[config.mk]
export PLATFORM = sky130hd
export DESIGN_NAME = fsm_prog_engine_flat
export DESIGN_NICKNAME = d
export VERILOG_FILES = /design/src/rtl/fsm_prog_pkg.sv /design/src/rtl/fsm_prog_engine_if.sv /design/src/rtl/fsm_prog_table.sv /design/src/rtl/fsm_prog_engine.sv /design/src/flat_wrapper.sv
export SDC_FILE = /design/constraint.sdc
export NUM_CORES = 1
export LEC_CHECK = 0
export ABC_AREA = 1
export CORE_ASPECT_RATIO = 0.6
export CORE_MARGIN = 8
export CORE_UTILIZATION = 50
export DETAILED_ROUTE_END_ITERATION = 6
export HOLD_SLACK_MARGIN = 0.1
export PLACE_DENSITY = 0.69
export SLEW_MARGIN = 25
export SYNTH_ARGS = -nofsm -noshare
export SYNTH_HDL_FRONTEND = slang
export SYNTH_SLANG_ARGS = --single-unit
[constraint.sdc]
create_clock -name clk -period 1.8 [get_ports clk]
set_input_delay 0.27 -clock clk [delete_from_list [all_inputs] [get_ports clk]]
set_output_delay 0.27 -clock clk [all_outputs]
set_load 0.02 [all_outputs]
[src/rtl/fsm_prog_pkg.sv]
// Shared constants and default-table builders for the programmable FSM engine.
package fsm_prog_pkg;

  typedef enum logic {TblTrans, TblOut} tbl_kind_e;

  localparam logic [1:0] S0 = 2'd0;
  localparam logic [1:0] S1 = 2'd1;
  localparam logic [1:0] S2 = 2'd2;
  localparam logic [1:0] S3 = 2'd3;

  // Base 4-state / 2-bit-input controller, flattened as row*4 + input
  localparam logic [1:0] DEF_TRANS [16] = '{
    S0, S1, S2, S3,
    S0, S3, S1, S3,
    S1, S3, S2, S0,
    S1, S0, S0, S3
  };
  localparam logic DEF_OUT [4] = '{1'b1, 1'b0, 1'b1, 1'b0};

  // clog2 with a floor of one bit
  function automatic int unsigned state_w(int unsigned n_states);
    return (n_states < 3) ? 1 : $clog2(n_states);
  endfunction

  function automatic int unsigned cfg_w(int unsigned sw, int unsigned ow);
    return (sw > ow) ? sw : ow;
  endfunction

  function automatic bit is_base(int unsigned n_states, int unsigned in_w);
    return (n_states == 4) && (in_w == 2);
  endfunction

  // Transition default at flat index idx = state * 2**in_w + input
  function automatic int unsigned default_trans(int unsigned n_states, int unsigned in_w,
                                                int unsigned idx);
    if (is_base(n_states, in_w)) return 32'(DEF_TRANS[idx[3:0]]);
    return idx >> in_w;  // self-loop: the row itself
  endfunction

  function automatic int unsigned default_out(int unsigned n_states, int unsigned in_w,
                                              int unsigned idx);
    if (is_base(n_states, in_w)) return 32'(DEF_OUT[idx[1:0]]);
    return 0;
  endfunction

  function automatic int unsigned table_default(tbl_kind_e kind, int unsigned n_states,
                                                int unsigned in_w, int unsigned idx);
    if (kind == TblTrans) return default_trans(n_states, in_w, idx);
    return default_out(n_states, in_w, idx);
  endfunction

endpackage

[src/rtl/fsm_prog_engine_if.sv]
// Data and configuration bundle between the input decoder / config master and the engine.
interface fsm_prog_engine_if
  import fsm_prog_pkg::*;
#(
  parameter int unsigned STATE_W = 2,
  parameter int unsigned IN_W    = 2,
  parameter int unsigned OUT_W   = 1,
  parameter int unsigned DWELL_W = 8
);
  localparam int unsigned CFG_W = cfg_w(STATE_W, OUT_W);

  logic               in_valid;
  logic [IN_W-1:0]    input_signal;
  logic               cfg_we;
  logic               cfg_sel;
  logic [STATE_W-1:0] cfg_state;
  logic [IN_W-1:0]    cfg_input;
  logic [CFG_W-1:0]   cfg_data;
  logic               cfg_err;
  logic [STATE_W-1:0] current_state;
  logic [OUT_W-1:0]   output_signal;
  logic               state_changed;
  logic [DWELL_W-1:0] dwell_count;

  modport master (
    output in_valid, input_signal, cfg_we, cfg_sel, cfg_state, cfg_input, cfg_data,
    input  cfg_err, current_state, output_signal, state_changed, dwell_count
  );

  modport slave (
    input  in_valid, input_signal, cfg_we, cfg_sel, cfg_state, cfg_input, cfg_data,
    output cfg_err, current_state, output_signal, state_changed, dwell_count
  );
endinterface

[src/rtl/fsm_prog_table.sv]
// Register-array lookup table: synchronous write, combinational read, reset to package defaults.
module fsm_prog_table
  import fsm_prog_pkg::*;
#(
  parameter int unsigned DEPTH    = 4,
  parameter int unsigned WIDTH    = 1,
  parameter int unsigned AW       = 2,
  parameter tbl_kind_e   KIND     = TblTrans,
  parameter int unsigned N_STATES = 4,
  parameter int unsigned IN_W     = 2
) (
  input  logic             clk,
  input  logic             reset,
  input  logic             we,
  input  logic [AW-1:0]    waddr,
  input  logic [WIDTH-1:0] wdata,
  input  logic [AW-1:0]    raddr,
  output logic [WIDTH-1:0] rdata
);

  logic [WIDTH-1:0] mem_q [DEPTH];

  // Reset reloads defaults and beats any write on the same edge
  always_ff @(posedge clk) begin
    if (reset) begin
      for (int unsigned i = 0; i < DEPTH; i++) begin
        mem_q[i] <= WIDTH'(table_default(KIND, N_STATES, IN_W, i));
      end
    end else if (we && (32'(waddr) < DEPTH)) begin
      mem_q[waddr] <= wdata;
    end
  end

  // Unpopulated addresses read as zero
  always_comb begin
    rdata = '0;
    if (32'(raddr) < DEPTH) rdata = mem_q[raddr];
  end

endmodule

[src/rtl/fsm_prog_engine.sv]
// Table-driven Moore FSM with input qualification, dwell counter and change strobe.
module fsm_prog_engine
  import fsm_prog_pkg::*;
#(
  parameter int unsigned N_STATES    = 4,
  parameter int unsigned IN_W        = 2,
  parameter int unsigned OUT_W       = 1,
  parameter int unsigned RESET_STATE = 0,
  parameter int unsigned DWELL_W     = 8
) (
  input logic               clk,
  input logic               reset,
  fsm_prog_engine_if.slave  bus
);

  localparam int unsigned STATE_W = state_w(N_STATES);
  localparam logic [STATE_W-1:0] RST_CODE = STATE_W'(RESET_STATE);

  logic [STATE_W-1:0] state_q, state_d;
  logic [DWELL_W-1:0] dwell_q, dwell_d;
  logic               changed_q, changed_d;
  logic               cfg_err_q, cfg_err_d;

  logic [STATE_W-1:0] trans_next;
  logic [OUT_W-1:0]   out_val;
  logic [STATE_W-1:0] cfg_next;
  logic [OUT_W-1:0]   cfg_out;
  logic               row_ok, data_ok, cfg_ok;
  logic               trans_we, out_we;

  // Range checks keep every stored next-state legal, so state_q never leaves 0..N_STATES-1
  always_comb begin
    cfg_next = bus.cfg_data[STATE_W-1:0];
    cfg_out  = bus.cfg_data[OUT_W-1:0];
    row_ok   = 32'(bus.cfg_state) < N_STATES;
    data_ok  = bus.cfg_sel || (32'(cfg_next) < N_STATES);
    cfg_ok   = row_ok && data_ok;
    trans_we = bus.cfg_we && cfg_ok && !bus.cfg_sel;
    out_we   = bus.cfg_we && cfg_ok && bus.cfg_sel;
  end

  fsm_prog_table #(
    .DEPTH    (N_STATES << IN_W),
    .WIDTH    (STATE_W),
    .AW       (STATE_W + IN_W),
    .KIND     (TblTrans),
    .N_STATES (N_STATES),
    .IN_W     (IN_W)
  ) u_trans (
    .clk   (clk),
    .reset (reset),
    .we    (trans_we),
    .waddr ({bus.cfg_state, bus.cfg_input}),
    .wdata (cfg_next),
    .raddr ({state_q, bus.input_signal}),
    .rdata (trans_next)
  );

  fsm_prog_table #(
    .DEPTH    (N_STATES),
    .WIDTH    (OUT_W),
    .AW       (STATE_W),
    .KIND     (TblOut),
    .N_STATES (N_STATES),
    .IN_W     (IN_W)
  ) u_out (
    .clk   (clk),
    .reset (reset),
    .we    (out_we),
    .waddr (bus.cfg_state),
    .wdata (cfg_out),
    .raddr (state_q),
    .rdata (out_val)
  );

  // State, dwell and strobe registers
  always_ff @(posedge clk) begin
    if (reset) begin
      state_q   <= RST_CODE;
      dwell_q   <= '0;
      changed_q <= 1'b0;
      cfg_err_q <= 1'b0;
    end else begin
      state_q   <= state_d;
      dwell_q   <= dwell_d;
      changed_q <= changed_d;
      cfg_err_q <= cfg_err_d;
    end
  end

  // Next state reads the pre-write table entry, so a same-edge write is seen one cycle later
  always_comb begin
    state_d = state_q;
    if (bus.in_valid) state_d = trans_next;
    changed_d = (state_d != state_q);
    dwell_d   = dwell_q;
    if (changed_d) begin
      dwell_d = '0;
    end else if (dwell_q != '1) begin
      dwell_d = dwell_q + 1'b1;
    end
    cfg_err_d = bus.cfg_we && !cfg_ok;
  end

  // Moore outputs straight from registers
  always_comb begin
    bus.current_state = state_q;
    bus.output_signal = out_val;
    bus.state_changed = changed_q;
    bus.dwell_count   = dwell_q;
    bus.cfg_err       = cfg_err_q;
  end

endmodule
[src/flat_wrapper.sv]
// flat-port wrapper written by rule: the top's interface ports become plain ports
module fsm_prog_engine_flat import fsm_prog_pkg::*;
#(
  parameter int unsigned N_STATES    = 4,
  parameter int unsigned IN_W        = 2,
  parameter int unsigned OUT_W       = 1,
  parameter int unsigned RESET_STATE = 0,
  parameter int unsigned DWELL_W     = 8
)
  (clk, reset, bus_in_valid, bus_input_signal, bus_cfg_we, bus_cfg_sel, bus_cfg_state, bus_cfg_input, bus_cfg_data, bus_cfg_err, bus_current_state, bus_output_signal, bus_state_changed, bus_dwell_count);
  fsm_prog_engine_if #(.IN_W(IN_W), .OUT_W(OUT_W), .DWELL_W(DWELL_W)) bus_i ();
  input logic clk;
  input logic reset;
  input wire logic [$bits(bus_i.in_valid)-1:0] bus_in_valid;
  input wire logic [$bits(bus_i.input_signal)-1:0] bus_input_signal;
  input wire logic [$bits(bus_i.cfg_we)-1:0] bus_cfg_we;
  input wire logic [$bits(bus_i.cfg_sel)-1:0] bus_cfg_sel;
  input wire logic [$bits(bus_i.cfg_state)-1:0] bus_cfg_state;
  input wire logic [$bits(bus_i.cfg_input)-1:0] bus_cfg_input;
  input wire logic [$bits(bus_i.cfg_data)-1:0] bus_cfg_data;
  output wire logic [$bits(bus_i.cfg_err)-1:0] bus_cfg_err;
  output wire logic [$bits(bus_i.current_state)-1:0] bus_current_state;
  output wire logic [$bits(bus_i.output_signal)-1:0] bus_output_signal;
  output wire logic [$bits(bus_i.state_changed)-1:0] bus_state_changed;
  output wire logic [$bits(bus_i.dwell_count)-1:0] bus_dwell_count;
  assign bus_i.in_valid = bus_in_valid;
  assign bus_i.input_signal = bus_input_signal;
  assign bus_i.cfg_we = bus_cfg_we;
  assign bus_i.cfg_sel = bus_cfg_sel;
  assign bus_i.cfg_state = bus_cfg_state;
  assign bus_i.cfg_input = bus_cfg_input;
  assign bus_i.cfg_data = bus_cfg_data;
  assign bus_cfg_err = bus_i.cfg_err;
  assign bus_current_state = bus_i.current_state;
  assign bus_output_signal = bus_i.output_signal;
  assign bus_state_changed = bus_i.state_changed;
  assign bus_dwell_count = bus_i.dwell_count;
  fsm_prog_engine #(.N_STATES(N_STATES), .IN_W(IN_W), .OUT_W(OUT_W), .RESET_STATE(RESET_STATE), .DWELL_W(DWELL_W)) u_core (.clk(clk), .reset(reset), .bus(bus_i));
endmodule
==> metrics.yaml <==
synth:
  synth_seq_cells: 47
  synth_cells: 319
  synth_top_cell_area_share_pct: 40.0
  synthDistinctLibCells: 30
  netlist_area_mm2: 0.00255
  syn_avg_cell_area_um2: 8.01
  synthTopCellsByArea: "edfxtp_1 (40%), nand2_1 (12%), dfxtp_1 (10%), nor2_1 (7.5%), inv_1 (6.3%)"
  yosysWarnings: 0
  yosys.area.top_type: "edfxtp_1"
  synth.yosys.seq_area_share_pct: 50.2
  synthesis.nets: 333
placed_design:
  gpl.final_weighted_congestion: 0.877
  dpl_cell_area_mm2: 0.00302
  hpwl_um: 4640
  io_buffers: 24
floorplan:
  die_x_um: 108
  start_util_pct: 51.3
  coreArea_mm2: 0.00498
  die_h_um: 71.4
  io_pins: 26
  die_area_mm2: 0.00772
  fp-row-count: 20
power:
  leakage_nw: 1.34
  peakVddDrop_v: 0.000345
  pwr_density_cell_mw_per_mm2: 750
  power_mw: 2.33
grt:
  grtUsageTotal_pct: 16.0
  grt_max_degree: 19
  grt_pass1_vias: 1939
  antenna_found_initial: 0
  grt_pass1_wl_um: 9590
  grt_overflow: 0
clock_network:
  hold_buffers: 0
  clk_pin_slew_ns: 0.09
  cts_tree: "yes"
  cts-htree-levels: 2
  clock_latency_ns: 0.31
  clock_sinks: 47
  numCtsBuffers: 5
  cts_root_buf: "clkbuf_8"
  cts_buffer_depth: 2
final_layout:
  final_cell_mix: "nand2_1 (85), nor2_1 (51), inv_1 (43), edfxtp_1 (34), buf_4 (23)"
  final_common_cell: "nand2_1"
  diodes: 0
  drive_gt1_share_pct: 16.4
  fin_area_mm2: 0.00311
  final_core_util_pct: 62.5
  syn2layout_area_growth_pct: 21.9
  final_net_count: 379
critical_path:
  cp_max_fo: 6
  arrival_ns: 1.46
  slowest_stage: "clkdlybuf4s50_1"
  r2r-start: "u_core.bus.dwell_count[0]"
  crit_path_end_kind: "primary output"
  critPathKind: "flop to primary output"
  cp.required_ns: 1.53
  crit_chain: "buf_4, clkdlybuf4s50_1"
  startpoint_type: "flop"
  rr_worst_depth: 7
  r2r_end: "u_core.bus.dwell_count[0]"
  cp_slowest_stage_delay_ns: 0.61
  ff2ff_setup_slack_ns: 0.31
drt:
  firstDrtPassIters: 4
  post_drt_wl_per_cell_um: 13.5
  antenna_left: 0
  via_count: 2137
  drc: 0
  via_per_inst: 4.95
  drt_iter0_drc: 148
  drt-total-wl_um: 5850
timing:
  setup_viol: 0
  period_minus_slack_ns: 1.73
  skew_ns: 0.0128
  max_freq_mhz: 579
  timing.hold.ws_ns: 0.486
  fin_crit_sh_pct: 95.9
  finalMaxSlewViolations: 0
  hold_violations: 0
  rsz0062_at_grt: "true"
worst_hold_path:
  min_path_cells: 2
  hold_path_startpoint: "u_core.u_out.mem_q[2]"
  hold_class: "flop to flop"
  min_to: "u_core.u_out.mem_q[2]"
run:
  cap_violations: 0
run_status:
  status: "completed"
## area by class of cell
class | instances | area, µm²
fill | 440 | 1870
clock buffer | 7 | 86.3
clock inverter | 1 | 8.76
inverter | 47 | 181
multi-input combinational | 215 | 1020
tap | 66 | 82.6
timing repair buffer | 49 | 454
sequential | 47 | 1280
## report_power, final
group | leakage [nW] | internal [mW] | switching, mW
sequential | 0.439 | 1.22 | 0.0318
combinational | 0.851 | 0.168 | 0.243
clock | 0.0484 | 0.315 | 0.361
total | 1.34 | 1.70 | 0.636
## stage by stage
step / worst slack, ns / setup TNS [ns] / instances
6_report: 0.0740 / 0 / 432
5_1_grt: -0.0367 / -0.205 / 432
4_1_cts: 0.0538 / 0 / 432
3_5_place_dp: -0.218 / -4.08 / 424
3_3_place_gp: -0.239 / -3.94 / 424
2_1_floorplan: 0.296 / 0 / 319
## synth_stat cells
master,n
nor2_4,1
xor2_1,3
buf_4,2
o21ai_0,16
nand4_1,2
nand3_2,7
o22ai_1,3
nand3_4,1
nand2_1,85
nand2_2,8
nor3_1,1
a21oi_1,2
conb_1,1
edfxtp_1,34
xnor2_1,2
clkbuf_1,4
a21oi_2,1
nor2_2,8
nand3_1,21
ha_1,1
inv_6,1
buf_2,1
o31a_1,1
inv_2,1
inv_1,43
clkinv_1,2
buf_6,2
buf_8,1
nor2_1,51
dfxtp_1,13
## repair_timing
action                     in CTS  in global routing
resized for setup               1                  1
setup endpoints to repair       1                  7
setup buffers                   0                  0
## kinds of logic after synthesis
kind of cell | count (synthesis) | synth area share [%]
buf+inv | 57 | 9.95
fa+ha+maj | 1 | 0.490
compound gates | 23 | 4.95
simple gates | 185 | 32.6
flops | 47 | 50.2
other cells | 1 | 0.147
xor+xnor | 5 | 1.72
## worst max path at each step
stage          cells past startpoint                          to                        start  slack (ns)
4_1_cts                            2        bus_current_state[1]  u_core.bus.current_state[1]        0.05
2_1_floorplan                      6   u_core.bus.dwell_count[0]    u_core.bus.dwell_count[0]        0.30
6_report                           2        bus_current_state[1]  u_core.bus.current_state[1]        0.07
3_3_place_gp                       6  u_core.u_trans.mem_q[7][0]                        reset       -0.24
3_5_place_dp                       6  u_core.u_trans.mem_q[7][1]                        reset       -0.22
5_1_grt                            6  u_core.u_trans.mem_q[3][1]                        reset       -0.04
## critical path: cells and delay by family, from the launching register on
family	cells	cell delay, ns
buf+inv	2	0.78
flops	1	0.39
## registers in the layout, indices dropped and copies added, names as in the netlist
name,flops
u_core.bus.dwell_count,8
u_core.u_out.mem_q,4
u_core.u_trans.mem_q,32
u_core.bus.state_changed,1
u_core.bus.current_state,2
## per-layer routing
metal	track usage (%)	share of wire [%]	wire, µm
met1	24.9	53	3110
met2	20.8	39	2270
met3	3.13	6.7	389
met4	5.43	1.4	81
met5	0	0	0
Note: power is estimated with default switching activity, not from simulation.
